[src/rtl/shift_reg_ctrl_if.sv]
// Command/response bus between a requester and shift_reg_ctrl.
// Carries the command handshake, abort, serial-out stream and completion response.
interface shift_reg_ctrl_if #(
  parameter int WIDTH = 4,
  parameter int CNT_W = 3
);
  logic             cmd_valid;
  logic             cmd_ready;
  logic [1:0]       cmd_op;
  logic [WIDTH-1:0] cmd_data;
  logic [CNT_W-1:0] cmd_cnt;
  logic             cmd_fill;
  logic             cmd_rot;
  logic             abort;
  logic             ser_valid;
  logic             ser_bit;
  logic             done;
  logic             aborted;
  logic [WIDTH-1:0] rsp_data;

  modport master (
    output cmd_valid, cmd_op, cmd_data, cmd_cnt, cmd_fill, cmd_rot, abort,
    input  cmd_ready, ser_valid, ser_bit, done, aborted, rsp_data
  );

  modport slave (
    input  cmd_valid, cmd_op, cmd_data, cmd_cnt, cmd_fill, cmd_rot, abort,
    output cmd_ready, ser_valid, ser_bit, done, aborted, rsp_data
  );
endinterface

[src/rtl/shift_reg_ctrl.sv]
// Sequencer for one external universal shift register.
// Takes one command at a time (hold/load/shift-right N/shift-left N), drives the
// register's sel/p_in/serial inputs, streams shifted-out bits, and reports the
// final register word with a one-cycle done pulse.
// Optional feature macro: SRC_ROTATE_EN -- when defined, cmd_rot=1 feeds the
// outgoing bit back into the vacated end; otherwise cmd_rot is ignored.
module shift_reg_ctrl #(
  parameter int WIDTH = 4,
  parameter int CNT_W = 3
) (
  input  logic             clk,
  input  logic             rest,
  shift_reg_ctrl_if.slave  bus,
  output logic [1:0]       sr_sel,
  output logic [WIDTH-1:0] sr_p_in,
  output logic             sr_s_right,
  output logic             sr_s_left,
  input  logic             sr_s_right_out,
  input  logic             sr_s_left_out,
  input  logic [WIDTH-1:0] sr_p_out
);
  localparam logic [1:0] OP_HOLD = 2'd0;
  localparam logic [1:0] OP_SHR  = 2'd1;
  localparam logic [1:0] OP_SHL  = 2'd2;
  localparam logic [1:0] OP_LOAD = 2'd3;

`ifdef SRC_ROTATE_EN
  localparam logic ROT_EN = 1'b1;
`else
  localparam logic ROT_EN = 1'b0;
`endif

  typedef enum logic [1:0] {IDLE, LOAD, SHIFT, DONE} state_t;

  state_t           state_q, state_d;
  logic [1:0]       op_q, op_d;
  logic [WIDTH-1:0] data_q, data_d;
  logic [CNT_W-1:0] cnt_q, cnt_d;
  logic             fill_q, fill_d;
  logic             rot_q, rot_d;
  logic             aborted_q, aborted_d;

  logic             out_bit;
  logic             in_bit;

  // Bit leaving the register this cycle and the bit entering the vacated end.
  always_comb begin
    out_bit = (op_q == OP_SHR) ? sr_s_left_out : sr_s_right_out;
    in_bit  = (rot_q & ROT_EN) ? out_bit : fill_q;
  end

  // State and latched-command registers.
  always_ff @(posedge clk or posedge rest) begin
    if (rest) begin
      state_q   <= IDLE;
      op_q      <= '0;
      data_q    <= '0;
      cnt_q     <= '0;
      fill_q    <= 1'b0;
      rot_q     <= 1'b0;
      aborted_q <= 1'b0;
    end else begin
      state_q   <= state_d;
      op_q      <= op_d;
      data_q    <= data_d;
      cnt_q     <= cnt_d;
      fill_q    <= fill_d;
      rot_q     <= rot_d;
      aborted_q <= aborted_d;
    end
  end

  // Next state, command latch and register/bus output decode.
  always_comb begin
    state_d       = state_q;
    op_d          = op_q;
    data_d        = data_q;
    cnt_d         = cnt_q;
    fill_d        = fill_q;
    rot_d         = rot_q;
    aborted_d     = aborted_q;
    bus.cmd_ready = 1'b0;
    bus.ser_valid = 1'b0;
    bus.ser_bit   = 1'b0;
    bus.done      = 1'b0;
    bus.aborted   = 1'b0;
    bus.rsp_data  = '0;
    sr_sel        = OP_HOLD;
    sr_p_in       = '0;
    sr_s_right    = 1'b0;
    sr_s_left     = 1'b0;

    unique case (state_q)
      IDLE: begin
        bus.cmd_ready = 1'b1;
        if (bus.cmd_valid) begin
          op_d      = bus.cmd_op;
          data_d    = bus.cmd_data;
          cnt_d     = bus.cmd_cnt;
          fill_d    = bus.cmd_fill;
          rot_d     = bus.cmd_rot;
          aborted_d = 1'b0;
          if (bus.cmd_op == OP_LOAD)
            state_d = LOAD;
          else if (bus.cmd_op == OP_HOLD || bus.cmd_cnt == '0)
            state_d = DONE;
          else
            state_d = SHIFT;
        end
      end
      LOAD: begin
        sr_sel  = OP_LOAD;
        sr_p_in = data_q;
        state_d = DONE;
      end
      SHIFT: begin
        if (bus.abort) begin
          // Register holds this cycle; no bit leaves.
          aborted_d = 1'b1;
          state_d   = DONE;
        end else begin
          sr_sel        = op_q;
          bus.ser_valid = 1'b1;
          bus.ser_bit   = out_bit;
          if (op_q == OP_SHR) sr_s_right = in_bit;
          else                sr_s_left  = in_bit;
          cnt_d = cnt_q - 1'b1;
          if (cnt_q == {{(CNT_W-1){1'b0}}, 1'b1}) state_d = DONE;
        end
      end
      DONE: begin
        bus.done     = 1'b1;
        bus.aborted  = aborted_q;
        bus.rsp_data = sr_p_out;
        state_d      = IDLE;
      end
      default: state_d = IDLE;
    endcase
  end
endmodule

[src/flat_wrapper.sv]
// flat-port wrapper written by rule: the top's interface ports become plain ports
module shift_reg_ctrl_flat 
#(
  parameter int WIDTH = 4,
  parameter int CNT_W = 3
)
  (clk, rest, sr_sel, sr_p_in, sr_s_right, sr_s_left, sr_s_right_out, sr_s_left_out, sr_p_out, bus_cmd_valid, bus_cmd_op, bus_cmd_data, bus_cmd_cnt, bus_cmd_fill, bus_cmd_rot, bus_abort, bus_cmd_ready, bus_ser_valid, bus_ser_bit, bus_done, bus_aborted, bus_rsp_data);
  shift_reg_ctrl_if #(.WIDTH(WIDTH), .CNT_W(CNT_W)) bus_i ();
  input  logic clk;
  input  logic rest;
  output logic [1:0] sr_sel;
  output logic [WIDTH-1:0] sr_p_in;
  output logic sr_s_right;
  output logic sr_s_left;
  input  logic sr_s_right_out;
  input  logic sr_s_left_out;
  input  logic [WIDTH-1:0] sr_p_out;
  input wire logic [$bits(bus_i.cmd_valid)-1:0] bus_cmd_valid;
  input wire logic [$bits(bus_i.cmd_op)-1:0] bus_cmd_op;
  input wire logic [$bits(bus_i.cmd_data)-1:0] bus_cmd_data;
  input wire logic [$bits(bus_i.cmd_cnt)-1:0] bus_cmd_cnt;
  input wire logic [$bits(bus_i.cmd_fill)-1:0] bus_cmd_fill;
  input wire logic [$bits(bus_i.cmd_rot)-1:0] bus_cmd_rot;
  input wire logic [$bits(bus_i.abort)-1:0] bus_abort;
  output wire logic [$bits(bus_i.cmd_ready)-1:0] bus_cmd_ready;
  output wire logic [$bits(bus_i.ser_valid)-1:0] bus_ser_valid;
  output wire logic [$bits(bus_i.ser_bit)-1:0] bus_ser_bit;
  output wire logic [$bits(bus_i.done)-1:0] bus_done;
  output wire logic [$bits(bus_i.aborted)-1:0] bus_aborted;
  output wire logic [$bits(bus_i.rsp_data)-1:0] bus_rsp_data;
  assign bus_i.cmd_valid = bus_cmd_valid;
  assign bus_i.cmd_op = bus_cmd_op;
  assign bus_i.cmd_data = bus_cmd_data;
  assign bus_i.cmd_cnt = bus_cmd_cnt;
  assign bus_i.cmd_fill = bus_cmd_fill;
  assign bus_i.cmd_rot = bus_cmd_rot;
  assign bus_i.abort = bus_abort;
  assign bus_cmd_ready = bus_i.cmd_ready;
  assign bus_ser_valid = bus_i.ser_valid;
  assign bus_ser_bit = bus_i.ser_bit;
  assign bus_done = bus_i.done;
  assign bus_aborted = bus_i.aborted;
  assign bus_rsp_data = bus_i.rsp_data;
  shift_reg_ctrl #(.WIDTH(WIDTH), .CNT_W(CNT_W)) u_core (.clk(clk), .rest(rest), .bus(bus_i), .sr_sel(sr_sel), .sr_p_in(sr_p_in), .sr_s_right(sr_s_right), .sr_s_left(sr_s_left), .sr_s_right_out(sr_s_right_out), .sr_s_left_out(sr_s_left_out), .sr_p_out(sr_p_out));
endmodule
[config.mk]
export PLATFORM = sky130hd
export DESIGN_NAME = shift_reg_ctrl_flat
export DESIGN_NICKNAME = d
export VERILOG_FILES = /design/src/rtl/shift_reg_ctrl_if.sv /design/src/rtl/shift_reg_ctrl.sv /design/src/flat_wrapper.sv
export SDC_FILE = /design/constraint.sdc
export NUM_CORES = 1
export LEC_CHECK = 0
export BUFFER_PORTS_ARGS = -buffer_cell sky130_fd_sc_hd__buf_4
export CORE_MARGIN = 2
export CORE_UTILIZATION = 45
export DETAILED_ROUTE_END_ITERATION = 12
export PLACE_DENSITY = 0.76
export RECOVER_POWER = 25
export SLEW_MARGIN = 20
export SYNTH_ARGS = -nofsm -noshare
export SYNTH_HDL_FRONTEND = slang
export SYNTH_SLANG_ARGS = --single-unit
[constraint.sdc]
create_clock -name clk -period 1.8 [get_ports clk]
set_input_delay 0.45 -clock clk [delete_from_list [all_inputs] [get_ports clk]]
set_output_delay 0.45 -clock clk [all_outputs]
set_load 0.1 [all_outputs]
Word-level counts from Yosys, hierarchy flattened:

Index checks and enable logic that the tools add are counted.

* bits in registers: 13

* multiplexer cells: 30
* eq/ne operators: 10
* reduce and logical (&&, ||, !) cells: 9
* $add $sub $neg: 1

Operator list (number)
* two-way mux 1 bit: 17
* two-way mux 2 bit: 5
* two-way mux 4 bit: 2
* case mux 2 bit (4 select lines): 1
* equality test 2 bit, second input constant: 3
* two-way mux 3 bit: 2
* != test 2 bit, second input constant: 3
* case mux 3 bit (2 select lines): 1
* AND reduction 3 bit: 2
* equality test 2 x 1 -> 1 bit, second input constant: 2
* logical NOT 2 bit: 2
* case mux 2 bit (2 select lines): 1
* AND reduction 2 bit: 2
* equality test 3 x 1 -> 1 bit, second input constant: 1
* logical NOT 3 bit: 1
* != test 3 x 2 -> 1 bit, second input constant: 1
* subtractor 3 x 1 -> 3 bit, second input constant: 1
* case mux 1 bit (2 select lines): 1
* nonzero test 2 bit: 1
* logical OR 1 bit: 1

Depth between registers and ports, before layout:

* depth after elaboration: 6
* depth in mapped cells: 6

Least setup slack after synthesis:

OpenSTA, ideal clock, no wires.

* path type: register -> output
* start: register u_core.state_q[0]
* end: output port sr_sel[0]
* stages on the path, launching flop included: 7
* setup slack: -1.658 ns
* data required time: 1.350 ns
* path buffers: 0
* arrival: 3.008 ns
* cells stage by stage: dfrtp_1 -> inv_1 -> ha_1 -> nand2b_4 -> inv_1 -> a21oi_1 -> nor2b_1

* word-level cells in the longest chain between the ends: 2
* elaborated cells between the ends (all ways): 3
* those cells by class: eq/ne: 2; mux: 1

Ends and longest elaborated chain
* from (decl): RTL line shift_reg_ctrl.sv:35 `state_t state_q, state_d;`
* from (signal assigned): RTL line shift_reg_ctrl.sv:63 `state_q <= state_d;`
* equality test 2 bit or equality test 2 x 1 -> 1 bit (tied branches): RTL line shift_reg_ctrl.sv:93 `unique case (state_q)`
* case mux 2 bit (2 select lines) *: RTL line shift_reg_ctrl.sv:93
* to (decl): RTL line flat_wrapper.sv:11 `output logic [1:0] sr_sel;`

Every way passes the cells marked *; elsewhere a longest branch is shown, timed or not.

Final worst setup path:

* start: register u_core.state_q[1]
* end: output port sr_sel[0]

Same word-level chain as after synthesis.

==> impl_metrics.tcl <==
set metrics [dict create \
    ff2ff_path_depth 8 \
    drtPass1Iterations 4 \
    start_util 0.463 \
    fp.dieArea_sq_um 2330 \
    wl_per_cell_um 23.5 \
    yosysUniqueCellTypes 27 \
    crit_fanout 5 \
    period_share 1.15 \
    clk_latency_ps 290 \
    grt_max_degree 14 \
    io_buffers 36 \
    report.final.slew_viol_count 0 \
    fin_hold_ws_ps 205 \
    grt_pass1_vias 890 \
    drtAntennaViolNets 0 \
    synthXorXnorAreaFrac 0.00994 \
    cts_sinks 13 \
    yosys.area_share.simple 0.189 \
    violations "negative setup slack" \
    yosys-top-cells-count "dfrtp_1, and2_1, ha_1, inv_1" \
    syn-cell-area_sq_um 881 \
    die_width_um 48.2 \
    antenna_found_initial 0 \
    hpwl_mm 1.68 \
    clock_skew_ps 5.28 \
    tns_ps -2390 \
    nNetsFinal 169 \
    drive_above_1_share 0.712 \
    worst_slack_ps -266 \
    grt_use_total 0.302 \
    first_iter_violations 19 \
    final.min_clock_period_ps 2070 \
    muxShareOfSynthArea 0.169 \
    area_growth_pct 94.6 \
    via_per_inst 5.72 \
    fmax_ghz 0.484 \
    async_flop_share 1.00 \
    synth_nets 110 \
    synth.most_common_cell "dfrtp_1" \
    crit_type "flip-flop to output port" \
    cp_data_required_time_ps 1350 \
    synth_compound_area_frac 0.115 \
    num_vias 950 \
    rr_endpoint "u_core.cnt_q[1]" \
    die_y_um 48.2 \
    relSlewSlack 0.639 \
    start_kind "flip-flop" \
    seq_area_frac_synth 0.369 \
    synth.avg_cell_area_sq_um 10.9 \
    cp.arrival_ps 1620 \
    synth_flop_cell "dfrtp_1" \
    rows 16 \
    cap_violations 0 \
    cts_buffers 3 \
    clk_pin_slew_ps 100 \
    core-area_sq_um 1900 \
    synth_warnings 0 \
    wirelength_mm 3.90 \
    drc_errors 0 \
    dp_slack_ps -0.155 \
    netlist_instances 81 \
    grt_pass1_wl_mm 4.53 \
    cts_tree "yes" \
    diodes 0 \
    cp-startpoint "u_core.state_q[1]" \
    synth.area.top_cells "dfrtp_1, ha_1, mux2_2" \
    fillers 65 \
    ios 38 \
    cts_buffer_depth 2 \
    end_kind "output port" \
    worstMarginPinSlew_ps 540 \
    ys_ff_latch 13 \
    synth_top_area_cell "dfrtp_1" \
    rsz0062_at_grt "true" \
    status "finished, violations left" \
    hold_path_class "input pin to asynchronous set/reset pin" \
    synth_top_family_by_area "simple AND/OR/NAND/NOR gates" \
    cts_root_buffer "clkbuf_4" \
    yosysTopAreaCellShare 0.369 \
    cts_htree_levels 1 \
    setup_viol 16 \
    holdBufCountCts 0 \
    reg2reg_from "u_core.state_q[0]" \
    synth_edf_count 0 \
    finalHoldViolCount 0 \
    synth_fa_ha_area_frac 0.114 \
    gp_congestion 0.692 \
    reg2reg_slack_ps 100 \
    grt_overflow_total 0 \
]
-- layout make-up --
type | instances | area (sq um) | share of cell area
timing repair buffer | 54 | 617 | 0.360
inverter | 8 | 41.3 | 0.0241
clock buffer | 4 | 26.3 | 0.0153
sequential | 13 | 327 | 0.191
multi-input combinational | 60 | 669 | 0.391
tap | 27 | 33.8 | 0.0197
-- cell families (layout without fill, tap and decap cells) --
kind of cell / after synthesis / count (layout)
XOR/XNOR: 1 / 1
adder cells (fa/ha/maj): 8 / 8
AO/OA/AOI/OAI: 12 / 12
AND/OR/NAND/NOR: 25 / 25
multiplexers: 14 / 14
flip-flops: 13 / 13
buffers and inverters: 8 / 66
-- flip-flops by register name (all words and copies together) (netlist names) --
| register | count |
|---|---|
| u_core.aborted_q | 1 |
| u_core.cnt_q | 3 |
| u_core.data_q | 4 |
| u_core.state_q | 2 |
| u_core.op_q | 2 |
| u_core.fill_q | 1 |
-- critical path, stage by stage (launching register included) --
cell and delay, ps:
dfrtp_2 460, ha_4 190, nand2b_4 90, clkinvlp_4 170
a21oi_4 190, nor2b_4 70, buf_12 160
-- what timing repair did --
action | CTS | global route
cloned | 0 | 0
setup endpoints to repair | 16 | 17
resized for setup | 67 | 5
pin swaps | 7 | 6
buffers inserted | 10 | 4
-- per-stage QoR --
stage	std cells	utilization	area (sq um)
after CTS	163	0.880	1670
after floorplan	81	-	953
after global placement	149	0.681	1290
final	166	0.901	1710
after detailed placement	149	0.681	1290
after global routing	166	0.901	1710
-- cell usage in the layout (no fill, tap or decap), types with 3 or more instances in the layout --
master,instances
buf_4,34
mux2i_1,6
dfrtp_1,12
clkbuf_4,4
buf_6,3
buf_12,16
ha_4,4
and2_4,9
mux2_2,7
inv_1,5
ha_1,3
-- worst max-delay path by stage --
stage | end | slack (ps)
after global placement | sr_sel[0] | 40
final | sr_sel[0] | -270
after detailed placement | sr_sel[0] | -0.2
after floorplan | sr_sel[0] | -410
after CTS | sr_sel[0] | -180
after global routing | sr_sel[0] | -330
-- routing by layer --
metal | GRT usage | vias up | wire length, um
met5 | 0 | - | 0
li1 | - | 391 | -
met4 | 0.162 | 0 | 199
met2 | 0.511 | 65 | 2040
met1 | 0.370 | 474 | 1380
met3 | 0.0370 | 20 | 285
Power is not shown: default switching activity piles up to over one toggle a cycle in this logic, so the estimate is an artifact.
